**config.mk**
```make
export PLATFORM = sky130hd
export DESIGN_NAME = qrow_action_writer
export DESIGN_NICKNAME = d
export VERILOG_FILES = /design/src/rtl/qrow_action_writer_pkg.sv /design/src/rtl/qrow_action_writer_slice_merge.sv /design/src/rtl/qrow_action_writer.sv
export SDC_FILE = /design/constraint.sdc
export NUM_CORES = 1
export LEC_CHECK = 0
export CAP_MARGIN = 10
export CORE_ASPECT_RATIO = 1.4
export CORE_UTILIZATION = 40
export DETAILED_ROUTE_END_ITERATION = 7
export PLACE_DENSITY = 0.84
export SLEW_MARGIN = 15
export SYNTH_ARGS = -nofsm -noshare
export SYNTH_HDL_FRONTEND = slang
export SYNTH_HIERARCHICAL = 1
export SYNTH_SLANG_ARGS = --single-unit
export TNS_END_PERCENT = 30
```
**constraint.sdc**
```tcl
create_clock -name clk -period 1.2 [get_ports clk]
set_input_delay 0.18 -clock clk [delete_from_list [all_inputs] [get_ports clk]]
set_output_delay 0.18 -clock clk [all_outputs]
set_load 0.05 [all_outputs]
```
**src/rtl/qrow_action_writer_pkg.sv**
```systemverilog
// Shared constants, FSM state encoding and the row-packing helper for the
// Q-table row writer.
package qrow_action_writer_pkg;

  localparam int DATA_WIDTH    = 32;
  localparam int ACTIONS       = 4;
  localparam int ACTIONS_WIDTH = 2;
  localparam int STATE_WIDTH   = 4;
  localparam int ROW_WIDTH     = DATA_WIDTH * ACTIONS;

  typedef enum logic [2:0] {
    IDLE  = 3'd0,
    READ  = 3'd1,
    WAIT  = 3'd2,
    MERGE = 3'd3,
    WRITE = 3'd4
  } state_e;

  // Action 0 sits in the MSB slice, action ACTIONS-1 in the LSB slice.
  function automatic int slice_lsb(input int k);
    return DATA_WIDTH * (ACTIONS - 1 - k);
  endfunction

endpackage

```
**src/rtl/qrow_action_writer_slice_merge.sv**
```systemverilog
// Combinational slot replace: overwrite the slice selected by action_i with
// value_i; every other slice passes through untouched.
module qrow_slice_merge
  import qrow_action_writer_pkg::*;
(
  input  logic [ROW_WIDTH-1:0]     row_i,
  input  logic [ACTIONS_WIDTH-1:0] action_i,
  input  logic [DATA_WIDTH-1:0]    value_i,
  output logic [ROW_WIDTH-1:0]     row_o
);

  // An out-of-range action matches no slice, so the row comes back unchanged.
  always_comb begin
    row_o = row_i;
    for (int k = 0; k < ACTIONS; k++) begin
      if (int'(action_i) == k) row_o[slice_lsb(k) +: DATA_WIDTH] = value_i;
    end
  end

endmodule

```
**src/rtl/qrow_action_writer.sv**
```systemverilog
// Read-modify-write engine for one Q-table row: read the row, replace one
// action slot with a new Q value, write the row back.
module qrow_action_writer
  import qrow_action_writer_pkg::*;
#(
  parameter int RD_LATENCY = 1
) (
  input  logic                     clk,
  input  logic                     rst_n,
  input  logic                     i_valid,
  output logic                     o_ready,
  input  logic [STATE_WIDTH-1:0]   i_state,
  input  logic [ACTIONS_WIDTH-1:0] i_action,
  input  logic [DATA_WIDTH-1:0]    i_data,
  output logic                     o_rd_en,
  output logic [STATE_WIDTH-1:0]   o_rd_addr,
  input  logic [ROW_WIDTH-1:0]     i_rd_data,
  output logic                     o_wr_en,
  output logic [STATE_WIDTH-1:0]   o_wr_addr,
  output logic [ROW_WIDTH-1:0]     o_wr_data,
  output logic                     o_done,
  output logic                     o_err
);

  state_e                   state_q, state_d;
  logic [1:0]               cnt_q, cnt_d;
  logic [STATE_WIDTH-1:0]   st_q, st_d;
  logic [ACTIONS_WIDTH-1:0] act_q, act_d;
  logic [DATA_WIDTH-1:0]    dat_q, dat_d;
  logic                     rd_en_q, rd_en_d;
  logic [STATE_WIDTH-1:0]   rd_addr_q, rd_addr_d;
  logic                     wr_en_q, wr_en_d;
  logic [STATE_WIDTH-1:0]   wr_addr_q, wr_addr_d;
  logic [ROW_WIDTH-1:0]     wr_data_q, wr_data_d;
  logic                     done_q, done_d;
  logic                     err_q, err_d;
  logic                     accept, act_ok;
  logic [ROW_WIDTH-1:0]     merged;

  assign accept = i_valid && (state_q == IDLE);
  assign act_ok = int'(act_q) < ACTIONS;

  qrow_slice_merge u_merge (
    .row_i    (i_rd_data),
    .action_i (act_q),
    .value_i  (dat_q),
    .row_o    (merged)
  );

  always_comb begin
    state_d   = state_q;
    cnt_d     = cnt_q;
    st_d      = st_q;
    act_d     = act_q;
    dat_d     = dat_q;
    rd_en_d   = 1'b0;
    rd_addr_d = rd_addr_q;
    wr_en_d   = 1'b0;
    wr_addr_d = wr_addr_q;
    wr_data_d = wr_data_q;
    done_d    = 1'b0;
    err_d     = 1'b0;
    case (state_q)
      IDLE: if (accept) begin
        state_d   = READ;
        st_d      = i_state;
        act_d     = i_action;
        dat_d     = i_data;
        rd_en_d   = 1'b1;
        rd_addr_d = i_state;
      end
      // Read data lands RD_LATENCY cycles after the strobe and is consumed in
      // MERGE, so WAIT spans the RD_LATENCY-1 cycles in between.
      READ: begin
        cnt_d   = 2'(RD_LATENCY - 1);
        state_d = (RD_LATENCY == 1) ? MERGE : WAIT;
      end
      WAIT: begin
        cnt_d = cnt_q - 2'd1;
        if (cnt_q <= 2'd1) state_d = MERGE;
      end
      MERGE: begin
        state_d   = WRITE;
        wr_en_d   = act_ok;
        wr_addr_d = st_q;
        wr_data_d = merged;
        done_d    = 1'b1;
        err_d     = !act_ok;
      end
      WRITE:   state_d = IDLE;
      default: state_d = IDLE;
    endcase
  end

  always_ff @(posedge clk) begin
    if (!rst_n) begin
      state_q   <= IDLE;
      cnt_q     <= '0;
      st_q      <= '0;
      act_q     <= '0;
      dat_q     <= '0;
      rd_en_q   <= 1'b0;
      rd_addr_q <= '0;
      wr_en_q   <= 1'b0;
      wr_addr_q <= '0;
      wr_data_q <= '0;
      done_q    <= 1'b0;
      err_q     <= 1'b0;
    end else begin
      state_q   <= state_d;
      cnt_q     <= cnt_d;
      st_q      <= st_d;
      act_q     <= act_d;
      dat_q     <= dat_d;
      rd_en_q   <= rd_en_d;
      rd_addr_q <= rd_addr_d;
      wr_en_q   <= wr_en_d;
      wr_addr_q <= wr_addr_d;
      wr_data_q <= wr_data_d;
      done_q    <= done_d;
      err_q     <= err_d;
    end
  end

  // Strobes are masked by rst_n so a reset asserted during WRITE never commits.
  assign o_ready   = (state_q == IDLE);
  assign o_rd_en   = rd_en_q;
  assign o_rd_addr = rd_addr_q;
  assign o_wr_en   = wr_en_q && rst_n;
  assign o_wr_addr = wr_addr_q;
  assign o_wr_data = wr_data_q;
  assign o_done    = done_q && rst_n;
  assign o_err     = err_q && rst_n;

endmodule

```
==> impl_metrics.env, run 1 <==
export IMPL_status="complete, but fails checks"
export IMPL_violations="setup timing"
export IMPL_syn_inst=927
export IMPL_p_int_mw=14.0
export IMPL_seq_area_frac_synth_pct=43.2
export IMPL_p_switching_mw=6.96
export IMPL_crit_path_max_fanout=6
export IMPL_post_route_drc_count=0
export IMPL_setup_viol=179
export IMPL_cp_end_kind="flip-flop"
export IMPL_antenna_left=0
export IMPL_synthArstFlopShare_pct=0
export IMPL_overflow=0
export IMPL_p_leak_nw=6.29
export IMPL_avgRoutedWirePerCell_um=25.3
export IMPL_groute_usage_overall_pct=30.2
export IMPL_io_buffers=308
export IMPL_fmax_mhz=657
export IMPL_drive_gt1_share_pct=43.4
export IMPL_synthFlopType="dfxtp_1"
export IMPL_synth_area_sq_um=8200
export IMPL_pwr_share_clk_pct=27.2
export IMPL_clockRootBuffer="clkbuf_16"
export IMPL_synthesis_nets=1097
export IMPL_syn_area_per_cell_sq_um=8.85
export IMPL_die_x_um=123
export IMPL_ctsHtreeMaxLevel=4
export IMPL_synth_top_cell_area_share_pct=43.2
export IMPL_min_period_ns=1.52
export IMPL_synth_area_leaders="dfxtp_1 (43%), mux2_2 (17%), nand2_1 (14%), a21boi_0 (6.9%), a21boi_1 (5.3%)"
export IMPL_grt_pass1_vias=8638
export IMPL_rows=61
export IMPL_ios=310
export IMPL_cts_buffers_inserted=17
export IMPL_fin_ws_ns=-0.322
export IMPL_routed_via_density=5.78
export IMPL_maxSlewViolCount=0
export IMPL_grt_max_degree=69
export IMPL_finalHoldViolations=0
export IMPL_clock_path_buffers=2
export IMPL_seqPwrFrac_pct=33.3
export IMPL_fin_nets=1445
export IMPL_whs_ns=0.115
export IMPL_crit_arrival_ns=1.86
export IMPL_grt_pass1_wl_mm=47.5
export IMPL_clock_sinks=177
export IMPL_drt_wl_total_mm=39.1
export IMPL_die_height_um=171
export IMPL_synthToLayoutAreaGrowth_pct=94.2
export IMPL_synthDistinctLibCells=33
export IMPL_p_per_area_nw_per_um2=1310
export IMPL_maxCapViolCount=0
export IMPL_start_util_pct=41.0
export IMPL_cp_required_ns=1.54
export IMPL_setup_tns_ns=-36.98
export IMPL_coreArea_sq_um=20000
export IMPL_dp_hpwl_mm=19.4
export IMPL_timing_final_crit_share_pct=127
export IMPL_clock_latency_ns=0.43
export IMPL_cts_clk_slew_worst_paths_ns=0.07
export IMPL_combPwrFrac_pct=39.5
export IMPL_vdd_drop_max_v=0.00107
export IMPL_rsz0062_at_grt="yes"
export IMPL_switching_share_pct=33.3
export IMPL_num_vias=8934
export IMPL_hp_class="in2reg"
export IMPL_drt_iter0_markers=626
export IMPL_numPlacedInstances=1443
export IMPL_cp_start_kind="flip-flop"
export IMPL_cts_tree="built"
export IMPL_instances_no_fill=1545
export IMPL_synth_largest_area_cell="dfxtp_1"
export IMPL_die_area_sq_um=21100
export IMPL_grt_antenna_before_repair=6
export IMPL_drtPass1Iterations=7
export IMPL_yosysWarnings=6
export IMPL_synth_seq_cells=177
export IMPL_skew_ns=0.0129
export IMPL_gp_congestion=0.789
export IMPL_synth_edf_count=0
export IMPL_criticalPathCategory="reg2reg"
power by group through the flow:
stage	logic (mW)	registers [mW]	clock network, mW
after floorplan	2.22	7.63	0
after global placement	5.31	7.00	0
after detailed placement	5.42	7.03	0
after CTS	6.50	6.90	5.68
after global routing	8.50	7.01	5.96
final	8.25	6.97	5.69
repair_timing:
item,in CTS,in global routing
gates cloned,18,23
resized for setup,111,311
buffers inserted,22,9
pin swaps,10,66
hold buffers,0,0
setup endpoints to repair,178,183
flip-flops by register name, indices dropped and copies added, names as in the netlist:
name and count:
o_wr_data 128, dat_q 32, o_rd_addr 4, o_wr_addr 4
state_q 3, act_q 2, cnt_q 2, done_q 1
o_rd_en 1
worst max-delay path, stage by stage, from the launching register on:
cell and delay [ns]:
dfxtp_4 0.36, buf_6 0.12, nor4b_4 0.27, buf_6 0.19, buf_12 0.15, buf_12 0.14
nand3_2 0.08, o21ai_1 0.13
area by class of cell:
| type | instances | area (sq um) |
|---|---|---|
| Antenna cell | 6 | 15.0 |
| Clock buffer | 19 | 453 |
| Clock inverter | 12 | 130 |
| Fill cell | 1037 | 4070 |
| Inverter | 1 | 3.75 |
| Multi-Input combinational cell | 669 | 5030 |
| Sequential cell | 177 | 3570 |
| Tap cell | 252 | 315 |
| Timing Repair Buffer | 409 | 6410 |
cell usage in the layout (no fill, tap or decap), drive strengths merged, types with 2 or more instances in the layout:
master	synthesis	layout
nand2	304	304
mux2	128	128
nor2	3	3
and3b	2	2
nor3b	2	2
clkbuf	27	39
nand2b	3	3
o21ai	38	38
nand3	38	38
clkinv	0	4
bufinv	0	2
dfxtp	177	177
nor4b	2	2
nor2b	2	2
and2	4	4
a21boi	133	133
inv	1	5
clkinvlp	0	2
diode	0	6
clkdlybuf4s50	0	167
buf	53	222
through the flow:
step                worst slack, ns  area (sq um)  power [mW]  util, %
finish                       -0.322         15900        20.9     79.6
detailed placement           -0.372         13000        12.5     65.0
global placement             -0.282         13000        12.3     65.0
floorplan                    -0.120          8250        9.84        -
global route                 -0.354         15900        21.5     79.6
CTS                          -0.279         14500        19.1     72.7
synth_stat cells, types with 2 or more instances:
library cell	number
clkbuf_2	2
and3b_1	2
buf_2	26
and2_1	4
clkbuf_1	25
a21boi_0	75
a21boi_1	58
mux2_2	123
nand3_1	38
nor2b_1	2
mux2_1	5
nor2_1	3
o21ai_0	37
buf_6	12
buf_4	15
nand2b_1	3
dfxtp_1	177
nand2_1	304
nor3b_1	2
final timing paths:
check                                   start       endpoint  slack, ns  cells after the start
worst max-delay path               state_q[2]      dat_q[28]      -0.32                      7
worst min-delay path                    rst_n     state_q[1]       0.12                      2
worst max register to register     state_q[2]      dat_q[28]      -0.32                      7
worst min register to register  o_wr_data[33]  o_wr_data[33]       0.48                      2
layer usage:
layer / routed length [um] / share of wire [%] / up-vias / track usage [%]
met3: 2960 / 7.6 / 221 / 5.54
met1: 13600 / 35 / 4327 / 32.4
met2: 19600 / 50 / 561 / 53.5
li1: - / - / 3823 / -
met5: 12 / 0.031 / - / 0
met4: 2950 / 7.5 / 2 / 19.4
cells by family (layout without fill, tap and decap cells):
group                    after synthesis  count (layout)  share of synthesized area (%)
AND/OR/NAND/NOR                      363             363                           18.2
flip-flops                           177             177                           43.2
AO/OA/AOI/OAI                        175             175                           14.8
multiplexers                         128             128                           17.6
buffers and inverters                 81             441                           5.92
adder cells (fa/ha/maj)                1               1                          0.153
other                                  1               7                         0.0457
XOR/XNOR                               1               1                          0.107
(Power assumes the default switching activity.)
==> inputs of run 2 (changes only) <==
Settings changed: CELL_PAD_IN_SITES_DETAIL_PLACEMENT set to 1, CELL_PAD_IN_SITES_GLOBAL_PLACEMENT set to 1, CORE_UTILIZATION 40 to 29, CTS_CLUSTER_SIZE set to 24, SKIP_CTS_REPAIR_TIMING set to 1.
==> run 2 against run 1 <==
The flow still finishes with violations (setup timing). Routed wire length up 11%. Count of clock-buffer cells in the layout up 1. Sequential share of layout area up 0.45 points. Critical path depth down 1. Non-clock buffer count down 22. Highest routed layer is now met4. Power up 2.0%. Via count down 4.8%. Register-to-register slack about the same. Sequential power up 1%.
==> impl_metrics.env, run 2 (same netlist as run 1, synthesis figures left out) <==
export IMPL_status="complete, but fails checks"
export IMPL_violations="setup timing"
export IMPL_clockRootBuffer="clkbuf_16"
export IMPL_fin_nets=1423
export IMPL_die_x_um=144
export IMPL_slowest_delay_ns=0.38
export IMPL_drive_gt1_share_pct=47.8
export IMPL_stdcell_area_sq_um=15900
export IMPL_post_route_drc_count=0
export IMPL_p_leak_nw=6.38
export IMPL_routed_via_density=5.18
export IMPL_die_area_sq_um=29000
export IMPL_final_common_cell="nand2_1"
export IMPL_groute_usage_overall_pct=22.9
export IMPL_crit_path_start="act_q[0]"
export IMPL_r2r_slack_ns=-0.32
export IMPL_hp_class="in2reg"
export IMPL_final_seq_area_sq_um=3640
export IMPL_drt_iter0_markers=376
export IMPL_fillers=2830
export IMPL_r2r_start="act_q[0]"
export IMPL_maxCapViolCount=0
export IMPL_multiInputGateArea_sq_um=5180
export IMPL_grt_pass1_wl_mm=49.0
export IMPL_timing_final_crit_share_pct=126
export IMPL_critPathBufInv=2
export IMPL_fin_ws_ns=-0.316
export IMPL_place_ws_ns=-0.407
export IMPL_cp_cell_sequence="nor2_4 > buf_12 > clkbuf_16 > mux2_4 > nand2_1 > a21boi_1"
export IMPL_setup_viol=180
export IMPL_final_core_util_pct=57.4
export IMPL_drtPass1Iterations=7
export IMPL_gp_congestion=0.784
export IMPL_grt_pass1_vias=8525
export IMPL_cp_start_kind="flip-flop"
export IMPL_min_from="rst_n"
export IMPL_die_height_um=201
export IMPL_final_cell_mix="nand2_1 (219), clkdlybuf4s50_1 (167), buf_12 (160), dfxtp_1 (107), mux2_4 (102)"
export IMPL_ios=310
export IMPL_cp_required_ns=1.54
export IMPL_io_buffers=308
export IMPL_ctsHtreeMaxLevel=4
export IMPL_grt_antenna_before_repair=7
export IMPL_skew_ns=0.00979
export IMPL_cts_buffers_inserted=17
export IMPL_finalHoldViolations=0
export IMPL_crit_arrival_ns=1.85
export IMPL_clock_sinks=177
export IMPL_maxSlewViolCount=0
export IMPL_overflow=0
export IMPL_largest_reg_flops=128
export IMPL_rsz0062_at_grt="yes"
export IMPL_criticalPathCategory="reg2reg"
export IMPL_grt_max_degree=78
export IMPL_cts_clk_slew_worst_paths_ns=0.07
export IMPL_min_period_ns=1.52
export IMPL_clock_path_buffers=2
export IMPL_drt_wl_total_mm=43.4
export IMPL_rows=72
export IMPL_coreArea_sq_um=27700
export IMPL_cts_tree="built"
export IMPL_crit_slowest_cell="dfxtp_4"
export IMPL_p_per_area_nw_per_um2=1340
export IMPL_cp_end_kind="flip-flop"
export IMPL_vdd_drop_max_v=0.00110
export IMPL_antenna_left=0
export IMPL_fmax_mhz=660
export IMPL_dp_hpwl_mm=23.7
export IMPL_clock_latency_ns=0.45
export IMPL_num_vias=8507
export IMPL_start_util_pct=29.6
export IMPL_crit_path_max_fanout=11
export IMPL_dpl_instance_area_sq_um=13100
export IMPL_avgRoutedWirePerCell_um=26.4
export IMPL_critPathTopFamily="flip-flops"
export IMPL_synthToLayoutAreaGrowth_pct=94.4
## run 2: power by group
group          internal [mW]  switching, mW  total (mW)
logic                   4.06           3.74        7.80
registers               6.36          0.677        7.04
clock network           3.88           2.62        6.50
total                   14.3           7.04        21.3
## run 2: metrics by stage
step	setup TNS, ns	hold WS [ns]	power (mW)	std cells
6_report	-34.06	0.0776	21.3	1643
5_1_grt	-40.90	0.0844	22.0	1643
4_1_cts	-34.41	0.0593	19.0	1589
3_5_place_dp	-38.99	0.484	12.5	1557
3_3_place_gp	-31.05	0.477	12.3	1557
2_1_floorplan	-11.32	0.310	9.84	927
## run 2: path summary, 6_finish.rpt
path | end | cells after the start
worst max-delay path | o_wr_data[114] | 6
worst min-delay path | o_wr_data[112] | 2
worst max register to register | o_wr_data[114] | 6
worst min register to register | o_wr_data[6] | 2
## run 2: cell type report
class | instances | area share (%)
multi-input cells | 669 | 32.5
well taps | 370 | 2.90
clock buffers | 20 | 2.93
flip-flops and latches | 177 | 22.9
repair buffers | 387 | 37.4
diodes | 7 | 0.110
inverters | 1 | 0.0236
clock inverters | 12 | 1.27
## run 2: worst reg2reg max path: stages, from the launching register on
cell	delay (ns)
dfxtp_4	0.38
nor2_4	0.21
buf_12	0.14
clkbuf_16	0.20
mux2_4	0.31
nand2_1	0.09
a21boi_1	0.07
## run 2: layer usage
| metal | vias up | GRT usage [%] | routed length (um) |
|---|---|---|---|
| met5 | - | 0 | 0 |
| met3 | 135 | 4.60 | 2100 |
| met4 | 0 | 15.7 | 2700 |
| met2 | 360 | 42.4 | 23100 |
| li1 | 3771 | - | - |
| met1 | 4241 | 22.3 | 15500 |
